`src/rtl/shift_seq_ctrl_pkg.sv`:
```
// Shared definitions for the multi-cycle shift sequencer.
package shift_seq_ctrl_pkg;

    // Same 2-bit encoding as the existing 4-bit shift stage.
    typedef enum logic [1:0] {
        OpRol = 2'b00,
        OpSll = 2'b01,
        OpSra = 2'b10,
        OpSrl = 2'b11
    } shift_op_t;

    typedef enum logic [1:0] {
        StIdle  = 2'b00,
        StShift = 2'b01,
        StDone  = 2'b10
    } seq_state_t;

endpackage

```
`src/rtl/shift_amt_stage.sv`:
```
// Combinational power-of-two shift stage. amt is one-hot: bit k selects a
// shift by 2^k. An all-zero amt passes the operand through unchanged.
module shift_amt_stage
    import shift_seq_ctrl_pkg::*;
#(
    parameter int unsigned WIDTH = 16,
    parameter int unsigned CNT_W = 4
) (
    input  logic [WIDTH-1:0] in,
    input  logic [1:0]       op,
    input  logic [CNT_W-1:0] amt,
    output logic [WIDTH-1:0] out
);

    // Apply the selected power-of-two shift for the requested operation.
    always_comb begin
        out = in;
        for (int i = 0; i < int'(CNT_W); i++) begin
            if (amt[i]) begin
                unique case (shift_op_t'(op))
                    OpRol: out = (in << (1 << i)) | (in >> (int'(WIDTH) - (1 << i)));
                    OpSll: out = in << (1 << i);
                    OpSra: out = WIDTH'($signed(in) >>> (1 << i));
                    OpSrl: out = in >> (1 << i);
                    default: out = in;
                endcase
            end
        end
    end

endmodule

```
`src/rtl/shift_seq_ctrl.sv`:
```
// Multi-cycle shift sequencer: walks the shift amount MSB first, one bit per
// cycle, through a single shared shift stage. Start/Done handshake.
module shift_seq_ctrl
    import shift_seq_ctrl_pkg::*;
#(
    parameter int unsigned WIDTH = 16,
    parameter int unsigned CNT_W = 4
) (
    input  logic             clk,
    input  logic             rst,
    input  logic             start,
    input  logic [WIDTH-1:0] in,
    input  logic [CNT_W-1:0] cnt,
    input  logic [1:0]       op,
    output logic [WIDTH-1:0] out,
    output logic             busy,
    output logic             done
);

    localparam int unsigned KW = (CNT_W > 1) ? $clog2(CNT_W) : 1;
    localparam logic [KW-1:0] KMax = KW'(CNT_W - 1);

    seq_state_t       state_q, state_d;
    logic [WIDTH-1:0] acc_q, acc_d;
    logic [CNT_W-1:0] cnt_q, cnt_d;
    logic [1:0]       op_q, op_d;
    logic [KW-1:0]    k_q, k_d;
    logic [WIDTH-1:0] out_d;
    logic [WIDTH-1:0] stage_out;
    logic [CNT_W-1:0] stage_amt;
    logic             accept;
    logic             k_last;

    // A new request is taken in IDLE or DONE; Start during SHIFT is dropped.
    assign accept    = start && (state_q != StShift);
    assign k_last    = (k_q == '0);
    assign stage_amt = CNT_W'(1) << k_q;

    shift_amt_stage #(
        .WIDTH (WIDTH),
        .CNT_W (CNT_W)
    ) u_stage (
        .in  (acc_q),
        .op  (op_q),
        .amt (stage_amt),
        .out (stage_out)
    );

    // State register.
    always_ff @(posedge clk or posedge rst) begin
        if (rst) begin
            state_q <= StIdle;
        end else begin
            state_q <= state_d;
        end
    end

    // Next-state logic.
    always_comb begin
        state_d = state_q;
        unique case (state_q)
            StIdle:  if (start) state_d = StShift;
            StShift: if (k_last) state_d = StDone;
            StDone:  state_d = start ? StShift : StIdle;
            default: state_d = StIdle;
        endcase
    end

    // Output decode.
    always_comb begin
        busy = (state_q == StShift);
        done = (state_q == StDone);
    end

    // Datapath next-state: capture, per-bit shift, and result load on DONE entry.
    always_comb begin
        acc_d = acc_q;
        cnt_d = cnt_q;
        op_d  = op_q;
        k_d   = k_q;
        out_d = out;
        if (accept) begin
            acc_d = in;
            cnt_d = cnt;
            op_d  = op;
            k_d   = KMax;
        end else if (state_q == StShift) begin
            if (cnt_q[k_q]) begin
                acc_d = stage_out;
            end
            if (k_last) begin
                // Out takes the final stage result so it is valid in the DONE cycle.
                out_d = acc_d;
            end else begin
                k_d = k_q - KW'(1);
            end
        end
    end

    // Datapath registers.
    always_ff @(posedge clk or posedge rst) begin
        if (rst) begin
            acc_q <= '0;
            cnt_q <= '0;
            op_q  <= '0;
            k_q   <= '0;
            out   <= '0;
        end else begin
            acc_q <= acc_d;
            cnt_q <= cnt_d;
            op_q  <= op_d;
            k_q   <= k_d;
            out   <= out_d;
        end
    end

endmodule
```
`config.mk`:
```
export PLATFORM = sky130hd
export DESIGN_NAME = shift_seq_ctrl
export DESIGN_NICKNAME = d
export VERILOG_FILES = /design/src/rtl/shift_seq_ctrl_pkg.sv /design/src/rtl/shift_amt_stage.sv /design/src/rtl/shift_seq_ctrl.sv
export SDC_FILE = /design/constraint.sdc
export NUM_CORES = 1
export LEC_CHECK = 0
export CORE_ASPECT_RATIO = 1.5
export CORE_MARGIN = 2
export CORE_UTILIZATION = 58
export DETAILED_ROUTE_END_ITERATION = 10
export PLACE_DENSITY = 0.85
export SETUP_SLACK_MARGIN = 0.1
export SLEW_MARGIN = 20
export SYNTH_ARGS = -nofsm -noshare
export SYNTH_HDL_FRONTEND = slang
export SYNTH_SLANG_ARGS = --single-unit
```
`constraint.sdc`:
```
create_clock -name clk -period 4.75 [get_ports clk]
set_clock_uncertainty 0.05 [all_clocks]
set_input_delay 0.7125 -clock clk [delete_from_list [all_inputs] [get_ports clk]]
set_output_delay 0.7125 -clock clk [all_outputs]
set_load 0.05 [all_outputs]
```
### Word-level counts from Yosys, hierarchy flattened

Cells that the tools add are included.

* reduce and logical (&&, ||, !) cells: 8
* muxes and demuxes: 20
* order comparisons: 1
* bitwise logic cells: 5
* add/sub/neg operators: 1
* equality and inequality tests: 9
* shifts and indexed selects: 1

Operators with widths (count)
* $pmux 16 s4: 4
* $mux 16: 7
* $or 16x1->16: 1
* $or 16x2->16: 1
* $or 16x4->16: 1
* $or 16x8->16: 1
* $mux 2: 5
* $eq 2x2->1 const B: 3
* $logic_not 2->1: 3
* $pmux 2 s3: 1
* $eq 2x1->1 const B: 2
* $ne 2x1->1 const B: 2
* $ne 2x2->1 const B: 2
* $reduce_and 2->1: 2
* $shl 1x2->4 const A: 1
* $lt 2x3->1 const B: 1
* $reduce_and 3->1: 1
* $bmux 1 s2: 1
* $mux 1: 2
* $reduce_bool 2->1: 1
* $sub 2x1->2 const B: 1
* $logic_and 1x1->1: 1
* $not 1->1: 1

* register bits: 42
* output and inout bits: 18
* logic and storage cells: 51
* bits of input ports: 25

### Logic depth before layout (Yosys ltp)

Gate-level depths: netlist (run 1).

* depth after elaboration: 9
* mapped depth: 9
* gate-level depth less buffers: 7

### By module

A second synthesis (run 1) with hierarchy kept.

* cells, all modules: 327
* area, all modules: 2939.1 µm²

Modules (own cells, without submodules)
* shift_seq_ctrl: area an instance 1926.8 µm², sequential area each 1051.0 µm², cells an instance 160, instances 1
* shift_amt_stage: area an instance 1012.2 µm², sequential area each 0.0 µm², cells an instance 167, instances 1

### Least setup slack after synthesis (run 1)

OpenSTA, ideal clock, no wires.

* path kind: reg2out
* start: register state_q[1]
* end: output busy
* data arrival time: 1.264 ns
* path slack: 2.724 ns
* path buffers: 1
* data required time: 3.988 ns
* cell stages (with the launch flop): 4
* path through: dfrtp_1 -> nand2b_1 -> inv_1 -> clkbuf_1

* longest elaborated chain between the ends: 1

Ends and longest elaborated chain
* from (decl): line shift_seq_ctrl.sv:23 `seq_state_t state_q, state_d;`
* from (signal assigned): line shift_seq_ctrl.sv:52 `state_q <= StIdle;`
* from (signal assigned): line shift_seq_ctrl.sv:54 `state_q <= state_d;`
* $eq 2x1->1: line shift_seq_ctrl.sv:71 `busy = (state_q == StShift);`
* to (decl): line shift_seq_ctrl.sv:16 `output logic busy,`

Every way passes these cells.

### Final worst setup path (run 1)

Same ends and word-level chain as after synthesis.

==> impl_metrics.env, run 1 <==
export IMPL_setup_tns_ps=0
export IMPL_yosys_warnings=0
export IMPL_first_pass_iters=5
export IMPL_drive_gt1_share_pct=4.72
export IMPL_tritoncts="yes"
export IMPL_dr_first_iter_drc_count=221
export IMPL_cp_top_family="buffers and inverters"
export IMPL_clock_sink_count=42
export IMPL_antenna_found_initial=0
export IMPL_finalCritPeriodShare_pct=67.5
export IMPL_grt_max_degree=43
export IMPL_synth_edf_count=0
export IMPL_status="finished, final reports clean"
export IMPL_grt_overflow=0
export IMPL_finalMaxSlewViolations=0
export IMPL_routedWlPerCell_um=19.9
export IMPL_cts_buffers=5
export IMPL_synth_top_cells_by_count="sky130_fd_sc_hd__nand2_1, sky130_fd_sc_hd__dfrtp_1, sky130_fd_sc_hd__a21oi_1, sky130_fd_sc_hd__o21ai_0"
export IMPL_fp_dieH_um=88.5
export IMPL_rr_startpoint="k_q[0]$_DFFE_PP0P_"
export IMPL_timing_critical_path_from_type="register"
export IMPL_setup_worst_path_end_class="output pin"
export IMPL_flop_and_latch_count_out_of_synthesis=42
export IMPL_fmaxAchievable_ghz=0.312
export IMPL_io_pins=43
export IMPL_clockBufferDepth=2
export IMPL_grt_first_pass_wirelength_um=14000
export IMPL_worstSkewPairLatency_ps=310
export IMPL_final_net_count=389
export IMPL_critPathRequiredTime_ps=3990
export IMPL_asyncSetResetFlopFracSynth_pct=100
export IMPL_sequential_cell_area_mm2=0.00105
export IMPL_htree_num_levels=2
export IMPL_crit_type="reg -> out"
export IMPL_timing_critical_path_slowest_cell_delay_ps=900
export IMPL_cp_startpoint="state_q[1]$_DFFE_PP0P_"
export IMPL_areaGrowthSynthToFinish_pct=18.2
export IMPL_drv_max_cap_violation_count=0
export IMPL_final_setup_viol_count=0
export IMPL_antenna_violating_nets_post_route=0
export IMPL_slowest_stage="sky130_fd_sc_hd__clkdlybuf4s50_1"
export IMPL_final_period_minus_worst_setup_slack_ps=3210
export IMPL_detailroute_via_count=2879
export IMPL_postCtsResizedCells=0
export IMPL_syn_nets=365
export IMPL_worst_hold_startpoint="out[13]$_DFFE_PP0P_"
export IMPL_post_synth_instance_area_mm2=0.00276
export IMPL_routabilityCongestion=1.01
export IMPL_timing_worst_slew_pin_value_ps=1080
export IMPL_crit_path_max_fo=13
export IMPL_rsz0062_at_grt="false"
export IMPL_most_numerous_cell_in_the_yosys_netlist="sky130_fd_sc_hd__nand2_1"
export IMPL_io_buffer_count=42
export IMPL_multiInputGateArea_mm2=0.00154
export IMPL_synth_largest_area_cell="sky130_fd_sc_hd__dfrtp_1"
export IMPL_fp_dieArea_mm2=0.00534
export IMPL_synthDominantCellAreaShare_pct=38.1
export IMPL_diode_count=0
export IMPL_die_w_um=60.3
export IMPL_critical_path_cell_chain="nand2b_1 > inv_1 > clkdlybuf4s50_1"
export IMPL_nFillCells=379
export IMPL_cp_data_arrival_time_ps=2440
export IMPL_synth_flop_cell="sky130_fd_sc_hd__dfrtp_1"
export IMPL_first_global_vias=2741
export IMPL_crit_buf_inv=2
export IMPL_min_path_type="reg -> reg"
export IMPL_post_route_drc_count=0
export IMPL_cts_hold_buffers=0
export IMPL_placement_rows=30
export IMPL_route_detailed_vias_per_inst=6.79
export IMPL_post_synth_num_cell_types=35
export IMPL_coreArea_mm2=0.00454
export IMPL_netlist_top_cells_area="sky130_fd_sc_hd__dfrtp_1, sky130_fd_sc_hd__nand2_1, sky130_fd_sc_hd__a21oi_1"
export IMPL_hold_violation_count_in_the_final_report=0
export IMPL_clock_transition_at_the_registers_of_the_reported_paths_ps=80
export IMPL_cts_setup_buffers=0
export IMPL_avgSynthCellArea_um2=8.21
export IMPL_initial_core_util_pct=60.7
export IMPL_place_hpwl_um=5710
export IMPL_netlist_instances=336
export IMPL_seq_total_area_yosys_pct=38.1
export IMPL_drt_wl_total_um=8460
export IMPL_reg_to_reg_slack_setup_ps=1770
export IMPL_clk_root_buffer_cell="sky130_fd_sc_hd__clkbuf_8"
export IMPL_relSlewSlack_pct=25.8
export IMPL_gr_usage_all_layers_pct=34.9
-- flip-flops by register name, indices dropped and copies added (netlist names) --
signal,cells
cnt_q,4
acc_q,16
op_q,2
state_q,2
out,16
k_q,2
-- kinds of logic after synthesis --
group / synth area share [%]
AO/OA/AOI/OAI: 33.4
buffers and inverters: 6.17
multiplexers: 1.50
flip-flops: 38.1
adder cells (fa/ha/maj): 1.81
AND/OR/NAND/NOR: 19.0
-- layout make-up --
cell class	count	share of cell area, %
clock buffer	6	2.53
clock inverter	1	0.921
inverter	8	0.921
multi-input combinational	257	47.1
sequential	42	32.2
tap	64	2.45
timing repair buffer	46	13.8
-- metrics by stage --
step | instances | worst slack [ps] | utilization [%] | area (um^2) | hold WS, ps
final | 424 | 1540 | 71.8 | 3260 | 427
after global routing | 424 | 1440 | 71.8 | 3260 | 452
after CTS | 424 | 1550 | 71.8 | 3260 | 437
after detailed placement | 417 | 1820 | 69.3 | 3150 | 419
after global placement | 417 | 1850 | 69.3 | 3150 | 412
after floorplan | 336 | 2720 | - | 2760 | 395
-- layer usage --
layer | up-vias | share of wire, % | global-route usage, %
li1 | 1290 | - | -
met5 | - | 0 | 0
met2 | 181 | 50 | 57.7
met1 | 1380 | 38 | 43.6
met3 | 28 | 8.2 | 6.29
met4 | 0 | 3.6 | 15.6
-- worst paths after layout --
| kind | cells past startpoint | endpoint |
|---|---|---|
| worst max register to register | 7 | acc_q[8]$_DFFE_PP0P_ |
| max in group asynchronous | 3 | out[11]$_DFFE_PP0P_ |
| worst min-delay path | 2 | out[13]$_DFFE_PP0P_ |
| worst min register to register | 2 | out[13]$_DFFE_PP0P_ |
| min in group asynchronous | 3 | acc_q[1]$_DFFE_PP0P_ |
| worst max-delay path | 3 | busy |
-- worst reg2reg max path, cell delays in order (launching register included) --
cell                       delay [ps]
sky130_fd_sc_hd__dfrtp_1          470
sky130_fd_sc_hd__inv_1            120
sky130_fd_sc_hd__ha_1             850
sky130_fd_sc_hd__nor2b_1          600
sky130_fd_sc_hd__a311oi_1         190
sky130_fd_sc_hd__a221oi_1         300
sky130_fd_sc_hd__a211o_1          200
sky130_fd_sc_hd__o21ai_1           80
-- cells in the final DEF (no fill, tap or decap), types with 3 or more instances in the layout --
cell | netlist | final
sky130_fd_sc_hd__dfrtp_1 | 42 | 42
sky130_fd_sc_hd__nand3_1 | 9 | 9
sky130_fd_sc_hd__nor3_1 | 8 | 8
sky130_fd_sc_hd__a211o_1 | 13 | 13
sky130_fd_sc_hd__a31oi_1 | 8 | 8
sky130_fd_sc_hd__clkdlybuf4s50_1 | 0 | 42
sky130_fd_sc_hd__mux2i_1 | 3 | 3
sky130_fd_sc_hd__a21oi_1 | 28 | 28
sky130_fd_sc_hd__nand2b_1 | 17 | 17
sky130_fd_sc_hd__a221oi_1 | 16 | 16
sky130_fd_sc_hd__a311oi_1 | 15 | 15
sky130_fd_sc_hd__ha_1 | 4 | 4
sky130_fd_sc_hd__buf_4 | 4 | 4
sky130_fd_sc_hd__inv_1 | 8 | 8
sky130_fd_sc_hd__clkbuf_8 | 0 | 6
sky130_fd_sc_hd__o21ai_1 | 7 | 7
sky130_fd_sc_hd__nor2_1 | 17 | 17
sky130_fd_sc_hd__a22oi_1 | 7 | 7
sky130_fd_sc_hd__nand2_1 | 59 | 59
sky130_fd_sc_hd__o21ai_0 | 20 | 20
sky130_fd_sc_hd__o22ai_1 | 10 | 10
Power of run 1 is not shown: default switching activity piles up to over one toggle a cycle in this logic, so the estimate is an artifact.
==> inputs of run 2 (changes only) <==
--- a/config.mk
+++ b/config.mk
@@ -7,9 +7,9 @@
 export LEC_CHECK = 0
 export CORE_ASPECT_RATIO = 1.5
 export CORE_MARGIN = 2
-export CORE_UTILIZATION = 58
+export CORE_UTILIZATION = 49
 export DETAILED_ROUTE_END_ITERATION = 10
-export PLACE_DENSITY = 0.85
+export PLACE_DENSITY = 0.77
 export SETUP_SLACK_MARGIN = 0.1
 export SLEW_MARGIN = 20
 export SYNTH_ARGS = -nofsm -noshare
==> constraint.sdc (replaced) <==
create_clock -name clk -period 2.9 [get_ports clk]
set_clock_uncertainty 0.05 [all_clocks]
set_input_delay 0.435 -clock clk [delete_from_list [all_inputs] [get_ports clk]]
set_output_delay 0.435 -clock clk [all_outputs]
set_load 0.05 [all_outputs]
==> impl_metrics.env, run 2 (same netlist as run 1, synthesis figures left out) <==
export IMPL_crit_path_max_fo=36
export IMPL_coreArea_mm2=0.00545
export IMPL_final_net_count=397
export IMPL_first_pass_iters=5
export IMPL_postCtsResizedCells=0
export IMPL_post_place_cells=431
export IMPL_finalMaxSlewViolations=0
export IMPL_relSlewSlack_pct=37.1
export IMPL_status="finished, final reports clean"
export IMPL_cts_buffers=5
export IMPL_finalCritPeriodShare_pct=82.2
export IMPL_first_global_vias=2776
export IMPL_mostFrequentLayoutCells="sky130_fd_sc_hd__nand2_1, sky130_fd_sc_hd__dfrtp_1, sky130_fd_sc_hd__clkdlybuf4s50_1, sky130_fd_sc_hd__a21oi_1, sky130_fd_sc_hd__o21ai_0"
export IMPL_antenna_found_initial=0
export IMPL_clock_sink_count=42
export IMPL_timing_worst_slew_pin_value_ps=944
export IMPL_placement_rows=33
export IMPL_final_setup_viol_count=0
export IMPL_areaGrowthSynthToFinish_pct=19.7
export IMPL_cp_data_arrival_time_ps=2550
export IMPL_grt_overflow=0
export IMPL_drv_max_cap_violation_count=0
export IMPL_rsz0062_at_grt="false"
export IMPL_instance_area_after_placement_mm2=0.00322
export IMPL_mostFrequentLayoutCell="sky130_fd_sc_hd__nand2_1"
export IMPL_final_period_minus_worst_setup_slack_ps=2380
export IMPL_clockBufferDepth=2
export IMPL_nFillCells=521
export IMPL_final_area_mm2=0.00330
export IMPL_crit_type="reg -> reg"
export IMPL_die_w_um=65.3
export IMPL_clk_root_buffer_cell="sky130_fd_sc_hd__clkbuf_8"
export IMPL_io_buffer_count=42
export IMPL_initial_core_util_pct=50.6
export IMPL_routedWlPerCell_um=19.6
export IMPL_hold_violation_count_in_the_final_report=0
export IMPL_tritoncts="yes"
export IMPL_setup_tns_ps=0
export IMPL_critPathRequiredTime_ps=3070
export IMPL_dr_first_iter_drc_count=258
export IMPL_gr_usage_all_layers_pct=29.4
export IMPL_fmaxAchievable_ghz=0.420
export IMPL_fp_dieH_um=95.9
export IMPL_cts_hold_buffers=0
export IMPL_fp_dieArea_mm2=0.00626
export IMPL_io_pins=43
export IMPL_diode_count=0
export IMPL_clock_transition_at_the_registers_of_the_reported_paths_ps=80
export IMPL_cts_setup_buffers=0
export IMPL_place_hpwl_um=5970
export IMPL_setup_worst_path_end_class="register"
export IMPL_detailroute_via_count=2839
export IMPL_grt_max_degree=43
export IMPL_timing_critical_path_from_type="register"
export IMPL_grt_first_pass_wirelength_um=14000
export IMPL_slowest_stage="sky130_fd_sc_hd__dfrtp_1"
export IMPL_post_route_drc_count=0
export IMPL_min_path_type="reg -> reg"
export IMPL_drt_wl_total_um=8590
export IMPL_drive_gt1_share_pct=6.78
export IMPL_htree_num_levels=2
export IMPL_critical_path_cell_chain="nand3b_2 > a311oi_1 > a221oi_1 > a211o_1 > o21ai_0"
export IMPL_antenna_violating_nets_post_route=0
export IMPL_routabilityCongestion=0.996
export IMPL_fin_cells=439
export IMPL_route_detailed_vias_per_inst=6.47
export IMPL_timing_critical_path_slowest_cell_delay_ps=960
export IMPL_regs_by_ff_count="acc_q x16, out x16, cnt_q x4"
export IMPL_final_core_util_pct=60.6
export IMPL_worstSkewPairLatency_ps=300
[run 2: cell types whose count changed in the layout (fill, tap and decap cells not counted), sizes merged]
cell and delta:
clkinv +2, bufinv -1, buf +8
[run 2: final cells by class]
class,instances,area (um^2),area share (%)
Clock buffer,6,72.6,2.20
Clock inverter,2,13.8,0.417
Inverter,8,30.0,0.909
Multi-Input combinational cell,257,1540,46.6
Sequential cell,42,1050,31.8
Tap cell,70,87.6,2.65
Timing Repair Buffer,54,510,15.5
[run 2: path summary, 6_finish.rpt]
| path | start | to | slack [ps] | cells past startpoint |
|---|---|---|---|---|
| worst max-delay path | op_q[1]$_DFFE_PP0P_ | acc_q[14]$_DFFE_PP0P_ | 520 | 5 |
| worst min-delay path | cnt_q[2]$_DFFE_PP0P_ | cnt_q[2]$_DFFE_PP0P_ | 440 | 2 |
| worst max register to register | op_q[1]$_DFFE_PP0P_ | acc_q[14]$_DFFE_PP0P_ | 520 | 5 |
| worst min register to register | cnt_q[2]$_DFFE_PP0P_ | cnt_q[2]$_DFFE_PP0P_ | 440 | 2 |
| max in group asynchronous | rst | op_q[1]$_DFFE_PP0P_ | 1930 | 3 |
| min in group asynchronous | rst | out[8]$_DFFE_PP0P_ | 500 | 3 |
[run 2: per-layer routing]
metal / routed length (um) / part of all wire [%] / global-route usage [%] / vias up
met1: 3480 / 41 / 36.0 / 1367
met4: 294 / 3.4 / 14.9 / 0
met5: 0 / 0 / 0 / -
met3: 452 / 5.3 / 3.16 / 25
met2: 4360 / 51 / 50.7 / 133
li1: - / - / - / 1314
[run 2: critical path, delay by kind of cell (launching register included)]
kind,cells,cell delay [ps]
compound gates,4,980
flops,1,960
simple gates,1,300
[run 2: metrics by stage]
stage | worst slack (ps) | hold slack, ps
after global placement | 603 | 411
final | 516 | 435
after global routing | 362 | 466
after detailed placement | 587 | 414
after floorplan | 875 | 395
after CTS | 554 | 434
Power of run 2 is left out for the same reason.
